### config.mk
export PLATFORM = sky130hd
export DESIGN_NAME = fetch_issue_queue
export DESIGN_NICKNAME = d
export VERILOG_FILES = /design/src/rtl/fetch_issue_queue.sv
export SDC_FILE = /design/constraint.sdc
export NUM_CORES = 1
export LEC_CHECK = 0
export CAP_MARGIN = 30
export CORE_MARGIN = 8
export CORE_UTILIZATION = 50
export DETAILED_ROUTE_END_ITERATION = 12
export PLACE_DENSITY_LB_ADDON = 0.2
export RECOVER_POWER = 50
export REMOVE_ABC_BUFFERS = 1
export SETUP_SLACK_MARGIN = 0.15
export SYNTH_ARGS = -nofsm -noshare
export SYNTH_HDL_FRONTEND = slang
export SYNTH_SLANG_ARGS = --single-unit
### constraint.sdc
create_clock -name clk -period 6.2 [get_ports clk]
set_input_delay 0.93 -clock clk [delete_from_list [all_inputs] [get_ports clk]]
set_output_delay 0.93 -clock clk [all_outputs]
set_load 0.01 [all_outputs]
### src/rtl/fetch_issue_queue.sv
// Fetch front end: issues sequential instruction fetches under a credit limit,
// decodes the format of each returned word and presents the oldest one to the decoder.
module fetch_issue_queue #(
    parameter int unsigned DEPTH    = 4,
    parameter logic [31:0] RESET_PC = 32'h0000_0000
) (
    input  logic        clk,
    input  logic        rst_n,
    input  logic        flush,
    input  logic [31:0] flush_pc,
    output logic        imem_req,
    output logic [31:0] imem_addr,
    input  logic        imem_valid,
    input  logic [31:0] imem_rdata,
    output logic        out_valid,
    input  logic        out_ready,
    output logic [3:0]  out_format,
    output logic [25:0] out_inst,
    output logic [31:0] out_pc,
    output logic        out_illegal
);
    localparam int unsigned    PTR_W      = $clog2(DEPTH);
    localparam int unsigned    CNT_W      = PTR_W + 1;
    localparam int unsigned    DROP_W     = CNT_W + 4;
    localparam logic [CNT_W:0] CREDIT_MAX = (CNT_W + 1)'(DEPTH);

    typedef struct packed {
        logic [3:0]  format;
        logic        illegal;
        logic [25:0] inst;
        logic [31:0] pc;
    } entry_t;

    entry_t            queue_mem [DEPTH];
    entry_t            new_entry;
    entry_t            head_entry;
    logic [PTR_W-1:0]  head;
    logic [PTR_W-1:0]  tail;
    logic [CNT_W-1:0]  occupancy;
    logic [CNT_W-1:0]  inflight;
    logic [DROP_W-1:0] drop;
    logic [31:0]       fetch_pc;
    logic [CNT_W:0]    credit;
    logic              push;
    logic              pop;
    logic              discard;
    logic              flush_eats_valid;

    assign credit    = {1'b0, occupancy} + {1'b0, inflight};
    assign imem_req  = rst_n & ~flush & (credit < CREDIT_MAX);
    assign imem_addr = fetch_pc;

    assign out_valid = (occupancy != '0);
    assign pop       = out_valid & out_ready & ~flush;
    assign discard   = imem_valid & (drop != '0);
    assign push      = rst_n & imem_valid & ~flush & (drop == '0);

    // A response landing in the flush cycle is one of the outstanding ones, so it is not counted again.
    assign flush_eats_valid = imem_valid & ((drop != '0) | (inflight != '0));

    // Requests are contiguous since the last flush, so the oldest in-flight pc is recoverable from fetch_pc.
    always_comb begin
        new_entry      = '0;
        new_entry.inst = imem_rdata[25:0];
        new_entry.pc   = fetch_pc - (32'(inflight) << 2);
        if (imem_rdata[29:26] != 4'b0000) begin
            new_entry.illegal = 1'b1;
        end else begin
            case (imem_rdata[31:30])
                2'b00:   new_entry.format = 4'b0100;
                2'b01:   new_entry.format = 4'b0001;
                2'b10:   new_entry.format = 4'b0010;
                default: new_entry.format = 4'b1000;
            endcase
        end
    end

    assign head_entry  = out_valid ? queue_mem[head] : '0;
    assign out_format  = head_entry.format;
    assign out_illegal = head_entry.illegal;
    assign out_inst    = head_entry.inst;
    assign out_pc      = head_entry.pc;

    always_ff @(posedge clk) begin
        if (push) begin
            queue_mem[tail] <= new_entry;
        end
    end

    always_ff @(posedge clk or negedge rst_n) begin
        if (!rst_n) begin
            fetch_pc  <= RESET_PC;
            occupancy <= '0;
            inflight  <= '0;
            drop      <= '0;
            head      <= '0;
            tail      <= '0;
        end else if (flush) begin
            fetch_pc  <= flush_pc & ~32'h3;
            occupancy <= '0;
            inflight  <= '0;
            head      <= '0;
            tail      <= '0;
            drop      <= drop + DROP_W'(inflight) - DROP_W'(flush_eats_valid);
        end else begin
            if (imem_req) begin
                fetch_pc <= fetch_pc + 32'd4;
            end
            inflight  <= inflight + CNT_W'(imem_req) - CNT_W'(push);
            occupancy <= occupancy + CNT_W'(push) - CNT_W'(pop);
            if (push) begin
                tail <= tail + PTR_W'(1);
            end
            if (pop) begin
                head <= head + PTR_W'(1);
            end
            if (discard) begin
                drop <= drop - DROP_W'(1);
            end
        end
    end

endmodule

# After elaboration in Yosys (flattened, before gate mapping)

Memories as Yosys holds them, arrays and structs flattened.
Cells that the tools add are included.

Flip-flop bits (word level): 49
RAM bits: 252
Output and inout bits: 97
Memories kept: 1
Bits of input ports: 69

$add $sub $neg: 12
Multiplexer cells: 16
Bitwise logic cells: 11
Equal/unequal tests: 2
Reductions and logical operators: 10
Magnitude comparators: 1

Memories:

| memory    | words | bits a word | rd ports | clocked after memory_dff | wr ports | line | text |
|---|---|---|---|---|---|---|---|
| queue_mem | 4     | 63          | 1        | 0                        | 1        | 34   | `entry_t queue_mem [DEPTH];` |

Operator list:

| cell                  | number |
|---|---|
| $mux 32               | 2 |
| $mux 63               | 1 |
| $add 32x3->32 const B | 1 |
| $sub 32x5->32         | 1 |
| $mux 7                | 2 |
| $pmux 4 s3            | 1 |
| $and 1x1->1           | 9 |
| $mux 2                | 4 |
| $reduce_bool 2->1     | 4 |
| $add 7x3->7           | 1 |
| $logic_not 7->1       | 1 |
| $reduce_bool 7->1     | 1 |
| $sub 7x1->7           | 1 |
| $sub 7x1->7 const B   | 1 |
| $add 3x1->3           | 2 |
| $mux 3                | 2 |
| $reduce_bool 3->1     | 2 |
| $sub 3x1->3           | 2 |
| $add 2x1->2 const B   | 2 |
| $add 3x3->4           | 1 |
| $lt 4x3->1 const B    | 1 |
| $mux 4                | 1 |
| $reduce_bool 4->1     | 1 |
| $mux 1                | 3 |
| other kinds (5)       | 5 |

# Longest topological paths before layout

Gate-level depths: netlist of the first run.

Word-level depth: 6
Gate-level depth with buffers: 14
Mapped depth without buffers: 14

# Least setup slack after synthesis of the first run

No wires, ideal clock.

Path type: reg-to-reg
From: register drop[0]
To: memory queue_mem[0][10] (netlist name), enable pin
Setup slack: 2,678 ps
Clock period less this slack: 3,522 ps
Arrival: 3,097 ps
Buffers on the path: 1
Setup time: 425 ps
Data required time: 5,775 ps
Cell stages (with the launch flop): 8
Path through: dfrtp_1 inv_1 ha_1 or3b_2 nor2_1 and3_1 clkbuf_1 and2_1

Longest elaborated chain between the ends: 4

RTL lines:

| element                      | line | text |
|---|---|---|
| from (decl)                  | 41   | `logic [DROP_W-1:0] drop;` |
| from (signal assigned)       | 104  | `drop <= drop + DROP_W'(inflight) - DROP_W'(flush_eats_valid);` |
| from (signal assigned)       | 118  | `drop <= drop - DROP_W'(1);` |
| $logic_not 7->1              | 56   | `assign push = rst_n & imem_valid & ~flush & (drop == '0);` |
| $and 1x1->1                  | 56   |  |
| $mux 1                       | 85   | `if (push) begin` |
| $mux 1 (implied by the code) | 86   | `queue_mem[tail] <= new_entry;` |
| to (decl)                    | 34   |  |

Every way passes these cells.

# Final worst setup path of the first run

From: register occupancy[1]
To: output port out_pc[20]

Longest elaborated chain between the ends: 2

RTL lines:

| element                | line | text |
|---|---|---|
| from (decl)            | 39   | `logic [CNT_W-1:0] occupancy;` |
| from (signal assigned) | 110  | `occupancy <= occupancy + CNT_W'(push) - CNT_W'(pop);` |
| $reduce_bool 3->1      | 53   | `assign out_valid = (occupancy != '0);` |
| $mux 63                | 78   | `assign head_entry = out_valid ? queue_mem[head] : '0;` |
| to (decl)              | 19   | `output logic [31:0] out_pc,` |

Every way passes these cells.

==> results of run 1 <==
[report_power, final]
part / internal [mW] / switching (mW) / total (mW)
clock: 0.958 / 0.712 / 1.67
sequential: 2.21 / 0.129 / 2.34
combinational: 0.703 / 0.634 / 1.34
[critical path: cells and delay by family, from the launching register on]
| kind | cells | cell delay (ps) |
|---|---|---|
| flip-flops | 1 | 430 |
| AND/OR/NAND/NOR | 2 | 540 |
| buffers and inverters | 2 | 2500 |
[area by class of cell]
cell class	instances	area, um2	area share, %
flip-flops and latches	291	8510	54.0
inverters	40	150	0.952
clock buffers	41	813	5.16
well taps	335	419	2.66
multi-input cells	475	4110	26.1
clock inverters	15	103	0.651
repair buffers	169	1670	10.6
[per-stage QoR]
step / hold slack [ps] / area (um2) / instances / util [%] / total power [mW]
6_report: 517 / 15800 / 1366 / 61.0 / 5.35
5_1_grt: 567 / 15800 / 1366 / 61.0 / 5.62
4_1_cts: 533 / 15800 / 1366 / 61.3 / 5.43
3_5_place_dp: 550 / 14900 / 1310 / 57.7 / 3.75
3_3_place_gp: 538 / 14900 / 1309 / 57.7 / 3.72
2_1_floorplan: 503 / 12800 / 806 / - / 3.19
[final timing paths]
| kind | slack, ps | startpoint | cells after the start | end |
|---|---|---|---|---|
| worst min-delay path | 520 | rst_n | 2 | imem_addr[10] |
| worst max-delay path | 1240 | occupancy[1] | 4 | out_pc[20] |
| worst min register to register | 560 | tail[0] | 1 | tail[0] |
| max in group asynchronous | 5190 | rst_n | 2 | head[0] |
| worst max register to register | 1870 | occupancy[1] | 11 | occupancy[2] |
| min in group clk | 560 | tail[0] | 1 | tail[0] |
[cell usage after synthesis, drive strengths merged (3+ instances only)]
cell type,count,area [um2]
and2,66,413
o311ai,5,43.8
inv,40,150
fa,4,80.1
o21ai,26,130
ha,27,338
nand2b,3,18.8
or4,8,63.8
a21oi,8,40.0
and4,4,35.0
or3,7,58.8
o211ai,8,60.1
nor2,27,101
nand2,62,233
clkbuf,30,113
mux4,61,1370
edfxtp,244,7330
nor2b,4,25.0
nor4,18,149
buf,24,131
a211o,3,26.3
and3,3,18.8
nor3,15,80.1
xor2,24,210
dfrtp,47,1180
nand4,11,68.8
xnor2,33,289
nand3,23,115
[state kept, by name, indices dropped and copies added, names as in the netlist]
signal / flops
drop: 7
head: 2
imem_addr: 30
inflight: 3
occupancy: 3
queue_mem: 244
tail: 2
[cell usage in the layout, fill, tap and decap left out, drive strengths merged, types with 27 or more instances in the layout]
cell type and count:
ha 27, inv 41, dfrtp 47, and2 66, nor2 27, xnor2 33
nand2 62, mux4 61, dlygate4sd3 52, edfxtp 244, clkdlybuf4s50 105, clkbuf 42
[cells by family (layout without fill, tap and decap cells)]
kind of cell	after synthesis	in the layout
AOI/OAI and AO/OA	64	64
xor gates and xnor gates	57	57
adders and majority gates	31	31
buffers and inverters	94	265
DFF	291	291
muxes	63	63
other	1	4
and+or+nand+nor	256	256
[per-layer routing]
metal	track usage, %	up-vias	routed length (um)
met4	4.34	0	528
met2	28.3	228	12900
met5	0	-	0
met1	23.9	3710	12300
met3	3.38	32	1780
li1	-	3507	-
==> results list, run 1 <==
- Dividing the detail-routed wire length by the instance count gives 20.1 um.
- After synthesis, the largest family of logic cells by area is simple AND/OR/NAND/NOR gates.
- Slowest stage cell, crit path: sky130_fd_sc_hd__clkbuf_1
* CP startpoint kind: flop
- Sequential fraction of the synthesis area: 65.2%
- Parity-gate share of the synthesized area counting xor and xnor cells: 3.83%
* Primary flip-flop cell chosen by synthesis mapping: sky130_fd_sc_hd__edfxtp_1
* Clock latency at the later pin of the worst-skew pair: 540 ps
* Maximum number of pins on one net before global-route repair: 74
* Lkg Pwr: 5.44 nW
* Setup TNS: 0 ps
- Between clock sinks in the finished design, the worst skew comes to 15.4 ps.
- The routed layout has 7477 vias.
* Area added between synthesis and finish: 20.8%
- Y dimension of the die: 178 um
- Share of the synthesized area in compound gates (AO/OA/AOI/OAI): 3.19%
- Slowest Stage Delay on Critical Path: 1940 ps
* Post-Route WL: 27.5 mm
- The initial antenna violation count is 0.
- Vias per inst: 5.47
* Number of global-route vias before repair: 7828
- Top-Level Pins: 166
- The worst setup path is captured at an output port.
- Power density of the placed cells: 339 nW/um2
- TritonCTS built the clock tree.
* Maximum fanout count along the critical path: 64
- The die covers 31500 um2.
* Crit path setup slack, layout: 1240 ps
- Count of input and output buffers: 159
- Clock-pin transition on the worst setup and hold timing paths: 60 ps
- Count of clock tree sinks: 291
- Clk Tree Root Cell: sky130_fd_sc_hd__clkbuf_16
- Post-CTS timing repair inserted 0 buffers for setup.
* Rows: 59
- CP Data Required Time: 5270 ps
- Cell variety after synth: 54
- Synthesized-area fraction occupied by adder cells: 3.20%
* Nets@finish: 1108
- Counting I/O delays and the setup requirement, the final critical path takes 4960 ps.
- Crit path arrival time: 4030 ps
- Pre-CTS WS: 2520 ps
* Worst supply voltage drop on vdd: 0.284 mV
* Initial Utilization: 50.5%
* Number of register bits inferred by synthesis: 291
- From left edge to right edge, the die measures 178 um.
- Setup violations remaining at the end of the flow were counted as 0.
- The detail route stage leaves a number of antenna-violating nets equal to 0.
- In the finished design, the share of the clock period the worst path needs comes to 80.0%.
- Share of final-layout standard cells stronger than drive strength 1: 12.1%
- After detailed routing, the number of remaining DRC violations is 0.
- In this run the number of H-tree levels came out at 1.
- Measured against its own limit, the worst slew margin works out to -83.9%.
* Mean post-synth cell area: 15.2 um2
- Routability-driven placement finished with a final weighted congestion of 0.829.
* Initial DRC Count: 443
- The synthesized design contains 244 enable-type register cells.
- Combined global-route utilization of all metal layers: 17.4%
* Cell-by-cell listing of the critical path: or3_2, clkbuf_1, and2_1, clkdlybuf4s50_1
- Once detailed placement completed, the half-perimeter wirelength came to 17.9 mm.
- Before antenna repair, the detailed router went through 4 iterations.
* Clk buf depth: 3
- Post-synth design cell area: 13100 um2
- Final hold violation count: 0
- The max-slew violation total from the final report came to 65.
- Total of cells resized after clock tree synthesis: 0
- 0 antenna diodes ended up in the layout.
- After global routing the overflow that remains totals 0.
- Mux contribution to synthesized area: 10.7%
- Fraction of registers with async set or reset after synthesis: 16.2%
* Worst Path Class, Setup: flop to output port
- Tightest Pin Transition: 2760 ps
- Path type of the worst min-delay path: input port to asynchronous set/reset pin
* Total of max-cap violations: 1
- Count of filler cells inserted in the layout: 1993
* Warnings, synthesis: 0
- Clock tree synthesis inserted a total of 31 buffers.
* Peak Freq: 202 MHz
- The checks that failed: capacitance limit, slew limit.
- After clock tree synthesis, the flow added hold-fix buffers numbering 0.
* Gate count after technology mapping: 857
- Summing the areas of all and, or, nand and nor instances in the mapped netlist gives 10.9% of the synthesized area.
- Run status: finished, violations left
* Global-route wire length before repair: 43.3 mm
- Setup repair after global routing missed its margin: no
- Core Footprint: 25800 um2
(Power assumes the default switching activity.)
==> run 2: changes to the inputs <==
Clock period 6.2 ns to 5.05 ns, I/O delays scaled along.
==> run 2 against run 1 <==
  * Clock power is 24% higher
  * Critical path type unchanged
  * The flow now finishes without violations
  * Setup slack better by 30 ps
  * Flip-flop and latch count stayed put
  * Clock-buffer cell count is 4 higher
==> results list, run 2 (synthesis gave the netlist of run 1 again) <==
* Run status: finished, final reports clean
* Die Wd: 178 um
- The initial utilization of the core area, before any placement, comes to 50.5%.
* Tightest Pin Transition: 1240 ps
- After floorplanning, the core was sized to cover 25800 um2.
- The number of global-route vias before repair came to 7739.
- With fillers left out, the area of the finished cells amounts to 15900 um2.
* Nets@finish: 1108
- The final layout contains routed wiring with a total length of 27.3 mm.
- CP startpoint kind: flop
* Maximum fanout count along the critical path: 37
- The multi-input combinational cells in the finished layout cover a total of 4140 um2.
* Path type of the worst min-delay path: input port to asynchronous set/reset pin
- The repair_antennas step left the layout with diodes totalling 0.
- In the final timing run, aggregate negative setup slack is 0 ps.
- Number of antenna violations at the first check in global routing: 0
- Entering global routing, the biggest net connects 74 pins.
- The floorplan has 59 rows.
- Post-layout utilization of the core: 61.4%
- Combined global-route utilization of all metal layers: 17.1%
- Count of clock tree sinks: 291
- Power comes to 6.57 mW.
* Htree depth: 1
- DRC Markers: 0
- Post-CTS setup buffer count: 0
- Clock latency at the later pin of the worst-skew pair: 530 ps
- Time the worst path needs with I/O delays and setup: 3780 ps
- Die area: 31500 um2
* Top-Level Pins: 166
- The critical path is of the flop to output port type.
- Y dimension of the die: 178 um
- CTS tree: done
- Leaving out fill and tap cells, the most frequent cell in the layout is sky130_fd_sc_hd__edfxtp_1.
* Total of max-cap violations: 0
* Setup repair after global routing missed its margin: no
* Cts hold-fix bufs: 0
- Total congestion overflow after global routing: 0
* Average routed wire per standard cell: 20.0 um
* Clk Tree Root Cell: sky130_fd_sc_hd__clkbuf_16
- Relative to the synthesized area, the layout overhead comes to 21.6%.
* Max FFs per register: 244
- Summed over all nets, the half-perimeter wirelength after detailed placement is 17.7 mm.
- At the worst endpoint, the required time is 4290 ps.
- Top library cells by usage in the layout, fill and taps aside: sky130_fd_sc_hd__edfxtp_1 (244), sky130_fd_sc_hd__clkdlybuf4s50_1 (100), sky130_fd_sc_hd__nand2_1 (62), sky130_fd_sc_hd__and2_1 (62), sky130_fd_sc_hd__mux4_2 (61)
- Endpoints failing setup: 0
- The final critical path takes up 74.8% of the cycle.
- Total number of vias: 7458
* Largest register by flop count: queue_mem
* Worst supply voltage drop on vdd: 0.318 mV
* First-pass detailed-route iteration total: 5
- Clock-pin transition on the worst setup and hold timing paths: 60 ps
- Lkg Pwr: 5.48 nW
- The count of final hold-check violations was 0.
- Total of cells resized after clock tree synthesis: 0
- Clock buffers created by TritonCTS: 31
* Post-placement cell area: 15000 um2
* Peak Freq: 265 MHz
- Clk buf depth: 3
* Number of nets still failing antenna checks after routing: 0
- The first global-routing pass estimated 42.3 mm of wire.
- The max-slew violation total from the final report was 0.
- Count of input and output buffers: 159
* Vias per inst: 5.46
* Register area: 8510 um2
- The first routing iteration left 466 violations.
* Crit path arrival time: 3020 ps
* Share of final-layout standard cells stronger than drive strength 1: 12.6%
- Routability-driven placement finished with a final weighted congestion of 0.839.
* Worst slew slack as a fraction of its limit: 17.1%
- Power density of the placed cells: 414 nW/um2
* Crit end category: output port
* Count of filler cells inserted in the layout: 1981
* Clock skew after layout: 9.50 ps
==> run 2: layout make-up <==
type                    instances  area share, %
flip-flops and latches        291           53.6
multi-input cells             475           26.1
repair buffers                169           10.8
clock buffers                  45           5.47
well taps                     335           2.64
inverters                      40          0.946
clock inverters                10          0.457
==> run 2: worst paths after layout <==
kind	end	from	cells after the start	slack (ps)
setup / recovery	out_pc[12]	head[0]	4	1270
hold / removal	drop[6]	rst_n	2	420
setup reg to reg	queue_mem[0][24]	drop[0]	7	1460
hold reg to reg	tail[0]	tail[0]	1	540
max in group asynchronous	head[0]	rst_n	2	4090
min in group clk	tail[0]	tail[0]	1	540
==> run 2: metrics by stage <==
step           instances  worst slack [ps]  hold slack (ps)
5_1_grt             1365              1020              472
4_1_cts             1365              1160              389
3_5_place_dp        1310              1670              543
3_3_place_gp        1310              1680              532
6_report            1365              1270              416
2_1_floorplan        806               967              462
==> run 2: critical path, stage by stage, from the launching register on <==
cell and delay, ps:
sky130_fd_sc_hd__dfrtp_4 930, sky130_fd_sc_hd__buf_12 330, sky130_fd_sc_hd__mux4_2 520, sky130_fd_sc_hd__and2_1 160, sky130_fd_sc_hd__clkdlybuf4s50_1 530
==> run 2: where the power goes <==
part           internal [mW]  switching [mW]
combinational          0.854           0.751
sequential              2.72           0.174
clock                   1.23           0.842
==> run 2: routing by layer <==
metal | share of wire, % | global-route usage, %
met1 | 45 | 23.1
met2 | 47 | 28.1
met3 | 6.3 | 3.66
met4 | 1.5 | 3.54
met5 | 0 | 0
==> run 3: changes to the inputs <==
Clock period 5.05 ns to 3.9 ns, I/O delays scaled along.
==> run 3 against run 2 <==
  * Highest routed layer unchanged
  * Clock-buffer cell count down 3
  * Utilization up 0.77 points
  * Hold slack worse by 83 ps
  * Critical path depth up 10
  * Combinational power up 34%
  * Total power up 36%
  * Critical endpoint is now drop[6]
  * Cell count up 0.59%
  * Flip-flop and latch count unchanged
  * Register-to-register slack worse by 950 ps
  * Routed wire length down 0.82%
==> results list, run 3 (synthesis gave the netlist of run 1 again) <==
- Count of filler cells inserted in the layout: 1946
- Relative to the synthesized area, the layout overhead comes to 23.1%.
* Clk Tree Root Cell: sky130_fd_sc_hd__clkbuf_16
- After detailed placement, the design holds a cell count of 1316.
- Final Total Pwr: 8.91 mW
- Total of max-cap violations: 0
- Crit path arrival time: 3780 ps
* Final hold slack: 333 ps
- Nets@finish: 1113
- Crit end category: flop
- CTS tree: done
* Number of antenna violations at the first check in global routing: 0
- Maximum fanout count along the critical path: 4
- Number of buffers and inverters on the critical path: 2
- Critical register-to-register path endpoint: drop[6]
- First-pass detailed-route iteration total: 5
* Time the worst path needs with I/O delays and setup: 3390 ps
- The die is 178 um tall.
- Share of final-layout standard cells stronger than drive strength 1: 13.7%
- Measured in cells, the most critical reg-to-reg path has a length of 14.
* Clock buffers created by TritonCTS: 30
- Pre-CTS WS: 505 ps
- The worst setup path is launched from a flop.
* Total congestion overflow after global routing: 0
- After detailed routing, the number of vias per cell comes to 5.44.
- Gpl congestion: 0.821
* GR Util met2: 28.1%
- Most common library cell in the layout ignoring fill and taps: sky130_fd_sc_hd__edfxtp_1
* Clock-pin transition on the worst setup and hold timing paths: 60 ps
- The register with the most flip-flops in the final layout is queue_mem.
* Count of input and output buffers: 159
* Global-route wire length before repair: 42.7 mm
- Clock skew after layout: 15.4 ps
* Combined global-route utilization of all metal layers: 17.1%
* CP Data Required Time: 4290 ps
- Crit path setup slack, layout: 508 ps
* Power density of the placed cells: 555 nW/um2
- Reg2reg setup slack: 510 ps
- The floorplan has 59 rows.
* Path type of the worst min-delay path: input port to asynchronous set/reset pin
- Setup repair after global routing missed its margin: no
- Met1 Use GR: 23.7%
- Top-Level Pins: 166
* Tightest Pin Transition: 1040 ps
* Worst slew slack as a fraction of its limit: 30.2%
* Total number of vias: 7471
- Post-Route WL: 27.1 mm
- Initial Utilization: 50.5%
* Total of cells resized after clock tree synthesis: 0
- The placed instances occupy a cell area of 15000 um2.
* Worst Path Class, Setup: flop to flop
* Core Footprint: 25800 um2
- VDD sags by at most 0.373 mV.
- The number of global-route vias before repair came to 7794.
* Layer carrying the most global-route usage: met2
- Clk buf depth: 3
- Entering global routing, the biggest net connects 74 pins.
- Critical path's most frequent cell: sky130_fd_sc_hd__ha_1
- Slowest stage cell, crit path: sky130_fd_sc_hd__or3b_2
- The count of final hold-check violations came to 0.
- Cts hold-fix bufs: 0
- Lkg Pwr: 5.58 nW
- Endpoints failing setup: 0
- Max FFs per register: 244
- Finished layout cell area: 16100 um2
* Final worst path period share: 87.0%
* Count of clock tree sinks: 291
* Clock latency at the later pin of the worst-skew pair: 540 ps
- The die is 178 um wide.
- In this run the critical register-to-register path is launched from drop[0].
* DRC Markers: 0
- Once detail routing completed, the nets flagged for antenna violations numbered 0.
* Peak Freq: 295 MHz
- The max-slew violation total from the final report is 0.
- Leaving out fill and tap cells, the most frequent cells in the layout are sky130_fd_sc_hd__edfxtp_1 (244), sky130_fd_sc_hd__clkdlybuf4s50_1 (100), sky130_fd_sc_hd__nand2_1 (62), sky130_fd_sc_hd__and2_1 (62), sky130_fd_sc_hd__mux4_2 (61).
- Slowest Stage Delay on Critical Path: 500 ps
* Post-CTS setup buffer count: 0
- The count of cells in the finished layout, fillers not included, comes to 1373.
- The die covers 31500 um2.
* Initial DRC Count: 415
- Dividing the detail-routed wire length by the instance count gives 19.7 um.
* Run status: finished, final reports clean
* Htree depth: 1
- Cell type group with the largest total delay on the critical path: adder cells
* Met3 GRT Util: 3.60%
- Walking the worst path, the cells encountered are inv_1, ha_1, or3b_2, nor2_1, a21boi_0, ha_1, inv_1, ha_1, fa_1, a21o_1, a211o_1, a21oi_1, xnor2_1, a21oi_1.
- DP Wirelength: 17.6 mm
[run 3: changes by cell type in the layout (fill, tap and decap cells not counted), sizes merged]
cell | previous run | this run
buf | 11 | 16
bufinv | 1 | 5
clkbuf | 46 | 44
clkinv | 9 | 5
clkinvlp | 0 | 3
diode | 0 | 1
inv | 40 | 41
[run 3: routing by layer]
metal | vias to the layer above | wire, um
li1 | 3534 | -
met1 | 3707 | 12000
met2 | 207 | 13000
met3 | 23 | 1820
met4 | 0 | 240
met5 | - | 0
[run 3: cell type report]
cell class	instances	area [um2]	area share, %
antenna	1	2.50	0.0156
clock buffer	42	887	5.52
clock inverter	14	206	1.29
inverter	40	150	0.935
multi-input combinational	475	4120	25.6
sequential	291	8510	53.0
tap	335	419	2.61
timing repair buffer	175	1770	11.0
[run 3: worst max-delay path by stage]
| stage | startpoint | to | slack, ps | depth (start not counted) |
|---|---|---|---|---|
| floorplan | head[0] | out_format[0] | -10 | 2 |
| global placement | drop[0] | drop[6] | 530 | 14 |
| detailed placement | drop[0] | drop[6] | 510 | 14 |
| CTS | occupancy[1] | out_pc[29] | 460 | 4 |
| global route | drop[0] | drop[6] | 310 | 14 |
| finish | drop[0] | drop[6] | 510 | 14 |
[run 3: worst register-to-register path: stages, from the launching register on]
cell and delay [ps]:
sky130_fd_sc_hd__dfrtp_1 380, sky130_fd_sc_hd__inv_1 130, sky130_fd_sc_hd__ha_1 190, sky130_fd_sc_hd__or3b_2 500, sky130_fd_sc_hd__nor2_1 140, sky130_fd_sc_hd__a21boi_0 110
sky130_fd_sc_hd__ha_1 290, sky130_fd_sc_hd__inv_1 40, sky130_fd_sc_hd__ha_1 190, sky130_fd_sc_hd__fa_1 410, sky130_fd_sc_hd__a21o_1 190, sky130_fd_sc_hd__a211o_1 290
sky130_fd_sc_hd__a21oi_1 170, sky130_fd_sc_hd__xnor2_1 140, sky130_fd_sc_hd__a21oi_1 80
[run 3: per-stage QoR]
stage / setup TNS (ps) / util [%]
floorplan: -659 / -
global placement: 0 / 58.2
detailed placement: 0 / 58.2
CTS: 0 / 62.4
global route: 0 / 62.2
finish: 0 / 62.2
[run 3: power by group]
part           internal, mW  switching (mW)  leakage [nW]  total (mW)
clock                  1.91            1.15         0.532        3.06
sequential             3.52           0.178          2.80        3.70
combinational          1.13            1.02          2.25        2.15
